File: src/rtl/serial_pkg.sv
// serial_pkg: shared definitions for the UART receive path.
//   rx_state_t       receiver FSM states. BRK exists only when RECV_SERIAL_FRAME_ERR_EN
//                    is defined (framing-error recovery state).
//   SERIAL_WAIT_DIV  default clk cycles per bit (100 MHz / 115200 baud).
//   SERIAL_DATA_BITS data bits per frame (8N1).
//   SERIAL_STOP_BITS stop bits per frame.
package serial_pkg;

   localparam int SERIAL_WAIT_DIV  = 868;
   localparam int SERIAL_DATA_BITS = 8;
   localparam int SERIAL_STOP_BITS = 1;

   typedef enum logic [2:0] {
      IDLE,
      START,
      DATA,
      STOP
`ifdef RECV_SERIAL_FRAME_ERR_EN
      ,
      BRK
`endif
   } rx_state_t;

endpackage

File: src/rtl/sync_2ff.sv
// sync_2ff: two-flop synchronizer for a single asynchronous input.
//   clk  in  clock
//   rst  in  synchronous active-high reset; both flops load RESET_VAL
//   d    in  asynchronous input
//   q    out synchronized output (second flop)
module sync_2ff #(
   parameter logic RESET_VAL = 1'b1
) (
   input  logic clk,
   input  logic rst,
   input  logic d,
   output logic q
);

   logic meta;

   // NOTE: sequential state always uses non-blocking assignments so every flop
   // samples the pre-edge value of its neighbours.
   always_ff @(posedge clk) begin
      if (rst) begin
         meta <= RESET_VAL;
         q    <= RESET_VAL;
      end else begin
         meta <= d;
         q    <= meta;
      end
   end

endmodule

File: src/rtl/recv_serial.sv
// recv_serial: UART receiver, 8N1, LSB first, idle-high line.
// Samples each bit at its midpoint, timed by a WAIT_DIV-cycle divider that is
// re-aligned to the falling start edge of every frame.
//   clk        in   clock
//   rst        in   synchronous active-high reset
//   data_in    in   asynchronous serial line, idle high
//   data_out   out  last received byte, held until the next valid
//   valid      out  one-cycle strobe: data_out updated this cycle
//   busy       out  high while a frame is in progress
//   frame_err  out  one-cycle strobe on a bad stop bit (only with RECV_SERIAL_FRAME_ERR_EN)
// Build option: define RECV_SERIAL_FRAME_ERR_EN to add frame_err and the BRK
// recovery state; otherwise a bad stop bit is ignored and the byte is delivered.
module recv_serial
   import serial_pkg::*;
#(
   parameter int WAIT_DIV = SERIAL_WAIT_DIV
) (
   input  logic       clk,
   input  logic       rst,
   input  logic       data_in,
   output logic [7:0] data_out,
   output logic       valid,
   output logic       busy
`ifdef RECV_SERIAL_FRAME_ERR_EN
   ,
   output logic       frame_err
`endif
);

   localparam int WAIT_LEN = $clog2(WAIT_DIV);
   localparam logic [WAIT_LEN-1:0] HALF_LAST = WAIT_LEN'(WAIT_DIV / 2 - 1);
   localparam logic [WAIT_LEN-1:0] BIT_LAST  = WAIT_LEN'(WAIT_DIV - 1);
   localparam logic [2:0]          LAST_BIT  = 3'(SERIAL_DATA_BITS - 1);

   rx_state_t           st, st_nxt;
   logic [WAIT_LEN-1:0] wait_cnt, wait_nxt;
   logic [2:0]          bit_cnt, bit_nxt;
   logic [7:0]          shift, shift_nxt;
   logic [7:0]          data_nxt;
   logic                valid_nxt;
   logic                rx_s;
`ifdef RECV_SERIAL_FRAME_ERR_EN
   logic                ferr_nxt;
`endif

   // Reset value 1 matches the idle line, so reset never looks like a start bit.
   sync_2ff #(.RESET_VAL(1'b1)) u_sync (
      .clk (clk),
      .rst (rst),
      .d   (data_in),
      .q   (rx_s)
   );

   assign busy = (st != IDLE);

   always_comb begin
      // NOTE: every signal written here gets a default first, so no path leaves
      // one unassigned and no latch is inferred.
      st_nxt    = st;
      wait_nxt  = wait_cnt;
      bit_nxt   = bit_cnt;
      shift_nxt = shift;
      data_nxt  = data_out;
      valid_nxt = 1'b0;
`ifdef RECV_SERIAL_FRAME_ERR_EN
      ferr_nxt  = 1'b0;
`endif
      unique case (st)
         IDLE: begin
            if (!rx_s) begin
               st_nxt   = START;
               wait_nxt = '0;
            end
         end
         START: begin
            // Half a bit in: still low means a real start bit, and from here on
            // whole-bit waits land in the middle of each data bit.
            if (wait_cnt == HALF_LAST) begin
               wait_nxt = '0;
               if (!rx_s) begin
                  st_nxt  = DATA;
                  bit_nxt = '0;
               end else begin
                  st_nxt = IDLE;
               end
            end else begin
               wait_nxt = wait_cnt + 1'b1;
            end
         end
         DATA: begin
            if (wait_cnt == BIT_LAST) begin
               shift_nxt = {rx_s, shift[7:1]};
               wait_nxt  = '0;
               if (bit_cnt == LAST_BIT) begin
                  st_nxt = STOP;
               end else begin
                  bit_nxt = bit_cnt + 3'd1;
               end
            end else begin
               wait_nxt = wait_cnt + 1'b1;
            end
         end
         STOP: begin
            // Decided mid-stop-bit, so IDLE is back in time for a start bit that
            // follows immediately.
            if (wait_cnt == BIT_LAST) begin
               wait_nxt = '0;
`ifdef RECV_SERIAL_FRAME_ERR_EN
               if (rx_s) begin
                  data_nxt  = shift;
                  valid_nxt = 1'b1;
                  st_nxt    = IDLE;
               end else begin
                  ferr_nxt = 1'b1;
                  st_nxt   = BRK;
               end
`else
               data_nxt  = shift;
               valid_nxt = 1'b1;
               st_nxt    = IDLE;
`endif
            end else begin
               wait_nxt = wait_cnt + 1'b1;
            end
         end
`ifdef RECV_SERIAL_FRAME_ERR_EN
         BRK: begin
            // Hold off until the line returns high; a held-low line is one error.
            if (rx_s) begin
               st_nxt = IDLE;
            end
         end
`endif
         default: begin
            st_nxt = IDLE;
         end
      endcase
   end

   always_ff @(posedge clk) begin
      if (rst) begin
         st        <= IDLE;
         wait_cnt  <= '0;
         bit_cnt   <= '0;
         shift     <= '0;
         data_out  <= '0;
         valid     <= 1'b0;
`ifdef RECV_SERIAL_FRAME_ERR_EN
         frame_err <= 1'b0;
`endif
      end else begin
         st        <= st_nxt;
         wait_cnt  <= wait_nxt;
         bit_cnt   <= bit_nxt;
         shift     <= shift_nxt;
         data_out  <= data_nxt;
         valid     <= valid_nxt;
`ifdef RECV_SERIAL_FRAME_ERR_EN
         frame_err <= ferr_nxt;
`endif
      end
   end

endmodule

File: config.mk
export PLATFORM = sky130hd
export DESIGN_NAME = recv_serial
export DESIGN_NICKNAME = d
export VERILOG_FILES = /design/src/rtl/serial_pkg.sv /design/src/rtl/sync_2ff.sv /design/src/rtl/recv_serial.sv
export SDC_FILE = /design/constraint.sdc
export NUM_CORES = 1
export LEC_CHECK = 0
export CAP_MARGIN = 30
export CELL_PAD_IN_SITES_DETAIL_PLACEMENT = 0
export CELL_PAD_IN_SITES_GLOBAL_PLACEMENT = 1
export CORE_ASPECT_RATIO = 1.4
export CORE_MARGIN = 10
export CORE_UTILIZATION = 40
export DETAILED_ROUTE_END_ITERATION = 12
export PLACE_DENSITY = 0.85
export SYNTH_ARGS = -nofsm -noshare
export SYNTH_HDL_FRONTEND = slang
export SYNTH_SLANG_ARGS = --single-unit
File: constraint.sdc
create_clock -name clk -period 2 [get_ports clk]
set_input_delay 0.5 -clock clk [delete_from_list [all_inputs] [get_ports clk]]
set_output_delay 0.5 -clock clk [all_outputs]
set_load 0.01 [all_outputs]
### Word level (Yosys, flattened, before mapping)

Index checks and enable logic that the tools add are counted.

* ROM bits: 0
* bits in writable memories: 0
* memories kept: 0
* register bits: 35
* input port bits: 3
* output and inout bits: 10
* latch bits: 0
* logic and storage cells: 52

* div/mod/pow operators: 0
* multipliers: 0
* mux-type cells: 17
* bitwise gates (word level): 1
* add/sub/neg operators: 2
* reduce and logical (&&, ||, !) cells: 11
* shift operators: 0
* equality and inequality tests: 13
* $lt $le $gt $ge: 0

Operators by type and width (count)
* $mux W10: 3
* $pmux W10 S3: 1
* $mux W3: 9
* $ne A2 B2 Y1 const B: 7
* $pmux W3 S4: 1
* $add A10 B1 Y10 const B: 1
* $eq A10 B10 Y1 const B: 1
* $eq A10 B9 Y1 const B: 1
* $reduce_and A5 Y1: 2
* $eq A3 B2 Y1 const B: 2
* $pmux W3 S2: 1
* $reduce_and A2 Y1: 3
* $reduce_bool A3 Y1: 2
* $reduce_or A2 Y1: 2
* $add A3 B1 Y3 const B: 1
* $eq A3 B1 Y1 const B: 1
* $eq A3 B3 Y1 const B: 1
* $logic_not A3 Y1: 1
* $mux W2: 1
* $reduce_bool A2 Y1: 1
* $mux W1: 1
* $not A1 Y1: 1

### Longest topological paths before layout

* depth after elaboration: 4
* gate-level depth with buffers: 6
* mapped depth without buffers: 6

### By module

Synthesis repeated with hierarchy kept, for this count alone.

* cells, all modules: 164
* area total of the unflattened synthesis: 1501.4 um^2

Modules (own cells, without submodules)
* recv_serial: cells an instance 160, sequential area each 640.6 um^2, area an instance 1448.9 um^2, instances 1
* sync_2ff: cells an instance 4, sequential area each 40.0 um^2, area an instance 52.6 um^2, instances 1

### Worst setup path before layout

OpenSTA, ideal clock, no wires.

* path kind: register to register
* start point: reg wait_cnt[0]
* end point: reg wait_cnt[9]
* arrival time: 1.591 ns
* cell stages (with the launch flop): 6
* setup slack: 0.335 ns
* period minus slack after synthesis: 1.665 ns
* required time: 1.927 ns
* setup time: 0.073 ns
* buffers on the path: 0
* path through: dfxtp_1 ha_1 and4bb_1 a311oi_2 nor2_1 o211ai_2

* cells in the longest elaborated chain, start to end: 3
* elaborated cells on any way between the ends: 6
* classes of those cells: 1 x add/sub; 2 x eq/ne; 3 x mux

Ends and longest elaborated chain
* from (decl): line recv_serial.sv:36 `logic [WAIT_LEN-1:0] wait_cnt, wait_nxt;`
* from (signal assigned): line recv_serial.sv:153 `wait_cnt <= wait_nxt;`
* $add A10 B1 Y10, or another cell as far along: line recv_serial.sv:87, recv_serial.sv:100, recv_serial.sv:123
* $mux W10, on equally long branches: line recv_serial.sv:91, recv_serial.sv:106, recv_serial.sv:78
* $pmux W10 S3 *: line recv_serial.sv:68 `unique case (st)`

Mark *: on every way between the ends. The rest lies on a longest branch, timed or not.
A chain may end at the register's enable or synchronous reset.

### Final worst setup path

* start point: reg st[1]
* end point: out busy

* cells in the longest elaborated chain, start to end: 1

Ends and longest elaborated chain
* from (decl): line recv_serial.sv:35 `rx_state_t st, st_nxt;`
* from (signal assigned): line recv_serial.sv:152 `st <= st_nxt;`
* $reduce_bool A3 Y1: line recv_serial.sv:54 `assign busy = (st != IDLE);`
* to (decl): line recv_serial.sv:23 `output logic busy`

Every way passes these cells.

==> results.md <==
* Status: finished clean
* Filler Cell Count at about 380
* Reg area at about 680 sq um
* Slew margin rel. at between 70% and 80%
* CTS tree: yes
* Max-cap viol count at 0
* P per Cell Area at approximately 750 mW/mm^2
* Post-Synthesis Net Count at between 150 and 200
* Hold_sp: u_sync.meta
* Die Footprint at between 0.007 and 0.008 sq mm
* Final ANT Viol Nets at 0
* Startpoint types: register
* Crit-path slowest cell: clkdlybuf4s50_1
* GP Congestion at around 0.90
* Leak pwr at between 0.7 and 0.8 nW
* Vias in the first global route at around 1400
* Post-placement cell area at 0.00185 sq mm
* Highest routed layer: met4
* DRT Wirelength at 3560 microns
* Synth top area cells: dfxtp_1 42%, mux2i_1 6.8%, nand2_1 4.2%
* Layout net count at 215
* TritonRoute pass-1 iters at 4
* Port bufs at 12
* WL/cell at 14.1 microns
* Core Box Area at just under 0.004 sq mm
* Final Setup Violations at 0
* Sequential share of the synthesized area at roughly two fifths
* Period utilization at between 90% and 100%
* 1st-iter DRT viols at 82
* Number of synthesized register bits at 34
* CP max stage delay at between 400 and 500 ps
* Mapped cell area at ~0.0016 sq mm
* CTS Root Cell: clkbuf_8
* Global route overflow at 0
* Total Routing Usage GR at 10.7%
* Netlist cell types at 41
* Clk sinks at 34
* Synth warn at 0
* Fmax at roughly 520 MHz
* CTS Buf Count at 5
* Worst min-delay path category: reg -> reg
* M1 WL at 1440 microns
* Initial core utilization at roughly two fifths
* Placed Cells at 244
* Worst r2r path cells at 5
* First-pass GRT wire length at 5980 microns
* Worst R2R Start: wait_cnt[0]
* Worst r2r dst: shift[4]
* Vias/cell at between 5 and 6
* WP buf/inv at 2
* R2R Setup Slk at approximately 230 ps
* Slew @ Worst Pin at ~450 ps
* Cell row count at 27
* # IOs at 13
* Area occupied by multi-input gates at around 880 sq um
* Share of layout cells above drive strength 1 at between 10% and 20%
* Post-detail-place hpwl at around 2500 microns
* Worst Setup End Kind: output port
* Hold Violations, Final at 0
* Metal2 WL at approximately 1900 microns
* Minimum clock period at 1910 ps
* Skew-Pair Late Insertion Delay at between 200 and 300 ps
* Post-synth top area share at a little over two fifths
* CTS max path bufs at 2
* Unrepaired setup endpoints after global routing: no
* Largest net degree at the start of global routing at 23
* Maximum vdd ir drop at roughly 0.60 mV
* H-tree Lvls at 2
* Hold endpoint: u_sync.q
* Synth Instances at roughly 190
* Clk pin slew, worst setup/hold paths at around 70 ps
* Area Overhead vs Synth at 22.2%
* Crit-path cells: nor2_1 -> inv_1 -> clkdlybuf4s50_1
* Die Width at between 70 and 80 microns
* Initial antenna violation count at 0
* DR WL met3 at between 150 and 200 microns
* CP top delay family: buffers and inverters
* Setup TNS at 0 ps
* Critical path arrival at around 1400 ps
* Vias post-DR at about 1400
* Yosys top cell by area: dfxtp_1
* Post-Layout Inst Area at roughly 0.0020 sq mm
* Layout Cells excl Fill at ~250
* DR DRC count at 0
* Critical path class: reg -> out
* Die Ht at 95.5 microns
* Ant diodes at 0
* Critical path data required time at approximately 1500 ps
* Avg Inst Size Synth at about 8.7 sq um
* Clock skew at a little under 4 ps
* Hold Path Depth at 1
* CP max FO at 7
* Slew Viols, Final at 0
==> Yosys cell counts <==
cell type / number
xnor2_1: 1
nand3_1: 13
a21boi_0: 1
a22oi_1: 1
or3_1: 1
o31a_1: 1
nand2_1: 18
a21boi_1: 1
inv_1: 6
o211ai_2: 1
buf_2: 3
clkbuf_1: 6
clkbuf_2: 1
mux2i_1: 11
and4_1: 3
dfxtp_1: 34
a311oi_2: 2
o21ai_1: 3
o21ai_0: 10
and4bb_1: 2
and2_1: 2
a31oi_1: 2
o21a_1: 1
xor2_1: 1
nor3_1: 3
o21bai_1: 3
nand4_2: 1
nand4_1: 3
nor2b_1: 4
nand4b_1: 1
or2_2: 2
nand3b_1: 2
o211ai_1: 1
nor3b_4: 1
o22ai_1: 4
nor4b_1: 1
a21oi_1: 13
nor4_1: 2
nor2_1: 13
nand2b_1: 4
ha_1: 4
==> worst reg2reg max path, stage by stage (launching register included) <==
cell and delay (ps):
dfxtp_1 340, ha_1 230, and4bb_1 390, nand4_2 370
mux2i_1 280, nor2_1 50
==> area by class of cell <==
cell class / count / share of cell area (%)
clock buffers: 5 / 3.46
clock inverters: 3 / 3.46
inverters: 6 / 1.13
multi-input cells: 137 / 44.3
flip-flops and latches: 34 / 34.4
well taps: 43 / 2.71
repair buffers: 24 / 10.6
==> where the power goes <==
part	leakage [nW]	internal (mW)	total [mW]	switching [mW]
clock	0.0683	0.499	0.766	0.266
combinational	0.448	0.0170	0.0367	0.0197
sequential	0.275	0.680	0.683	0.00322
total	0.792	1.20	1.49	0.289
==> state kept, by name, summed over array words and instances (netlist names) <==
name         cells
wait_cnt        10
data_out         8
u_sync.q         1
shift            8
st               2
bit_cnt          3
u_sync.meta      1
valid            1
==> worst max path at each step <==
stage | startpoint | endpoint | slack [ps] | cells after the start
floorplan | wait_cnt[0] | wait_cnt[9] | 340 | 5
global placement | rst | wait_cnt[9] | 220 | 5
detailed placement | rst | wait_cnt[7] | 190 | 5
CTS | st[0] | busy | 8 | 3
global route | st[1] | busy | 10 | 3
finish | st[1] | busy | 90 | 3
==> cell families (layout without fill, tap and decap cells) <==
logic type | after synthesis | after routing | share of synthesized area (%)
AOI/OAI and AO/OA | 44 | 44 | 17.2
xor gates and xnor gates | 2 | 2 | 1.08
adders and majority gates | 4 | 4 | 3.08
buffers and inverters | 16 | 38 | 4.00
DFF | 34 | 34 | 41.8
muxes | 11 | 11 | 6.77
and+or+nand+nor | 76 | 76 | 26.1
==> cells in the final DEF, fill, tap and decap left out, types with 2 or more instances in the layout <==
master | netlist | layout
dfxtp_1 | 34 | 32
nand2_1 | 18 | 18
nor2_1 | 13 | 13
nand3_1 | 13 | 13
a21oi_1 | 13 | 13
clkdlybuf4s50_1 | 0 | 12
buf_4 | 0 | 12
mux2i_1 | 11 | 11
o21ai_0 | 10 | 10
inv_1 | 6 | 6
clkbuf_8 | 0 | 5
nand2b_1 | 4 | 4
o22ai_1 | 4 | 4
nor2b_1 | 4 | 4
ha_1 | 4 | 4
and4_1 | 3 | 3
o21bai_1 | 3 | 3
o21ai_1 | 3 | 3
nor3_1 | 3 | 3
nand4_1 | 3 | 3
and2_1 | 2 | 2
and4bb_1 | 2 | 2
a311oi_2 | 2 | 2
a31oi_1 | 2 | 2
nand3b_1 | 2 | 2
or2_2 | 2 | 2
nor4_1 | 2 | 2
bufinv_16 | 0 | 2
dfxtp_2 | 0 | 2
==> what timing repair did <==
action                                  4_1_cts  5_1_grt
setup buffers                                 0        0
hold buffers                                  0        0
endpoints found under the setup margin        1        1
gates resized for setup                       1        1
==> metal layers <==
layer	vias up	track usage (%)
met5	-	0
met4	0	7.17
met3	10	2.49
met2	30	19.4
met1	658	10.5
li1	712	-
==> per-stage QoR <==
| step | setup slack (ps) | hold slack [ps] | utilization (%) | power, mW |
|---|---|---|---|---|
| final | 91.8 | 413 | 50.7 | 1.49 |
| after global routing | 9.66 | 425 | 50.7 | 1.54 |
| after CTS | 7.99 | 416 | 50.7 | 1.50 |
| after detailed placement | 191 | 397 | 47.2 | 0.736 |
| after global placement | 222 | 395 | 47.2 | 0.736 |
| after floorplan | 335 | 389 | - | 0.718 |
Power figures use the tool's default switching activity.
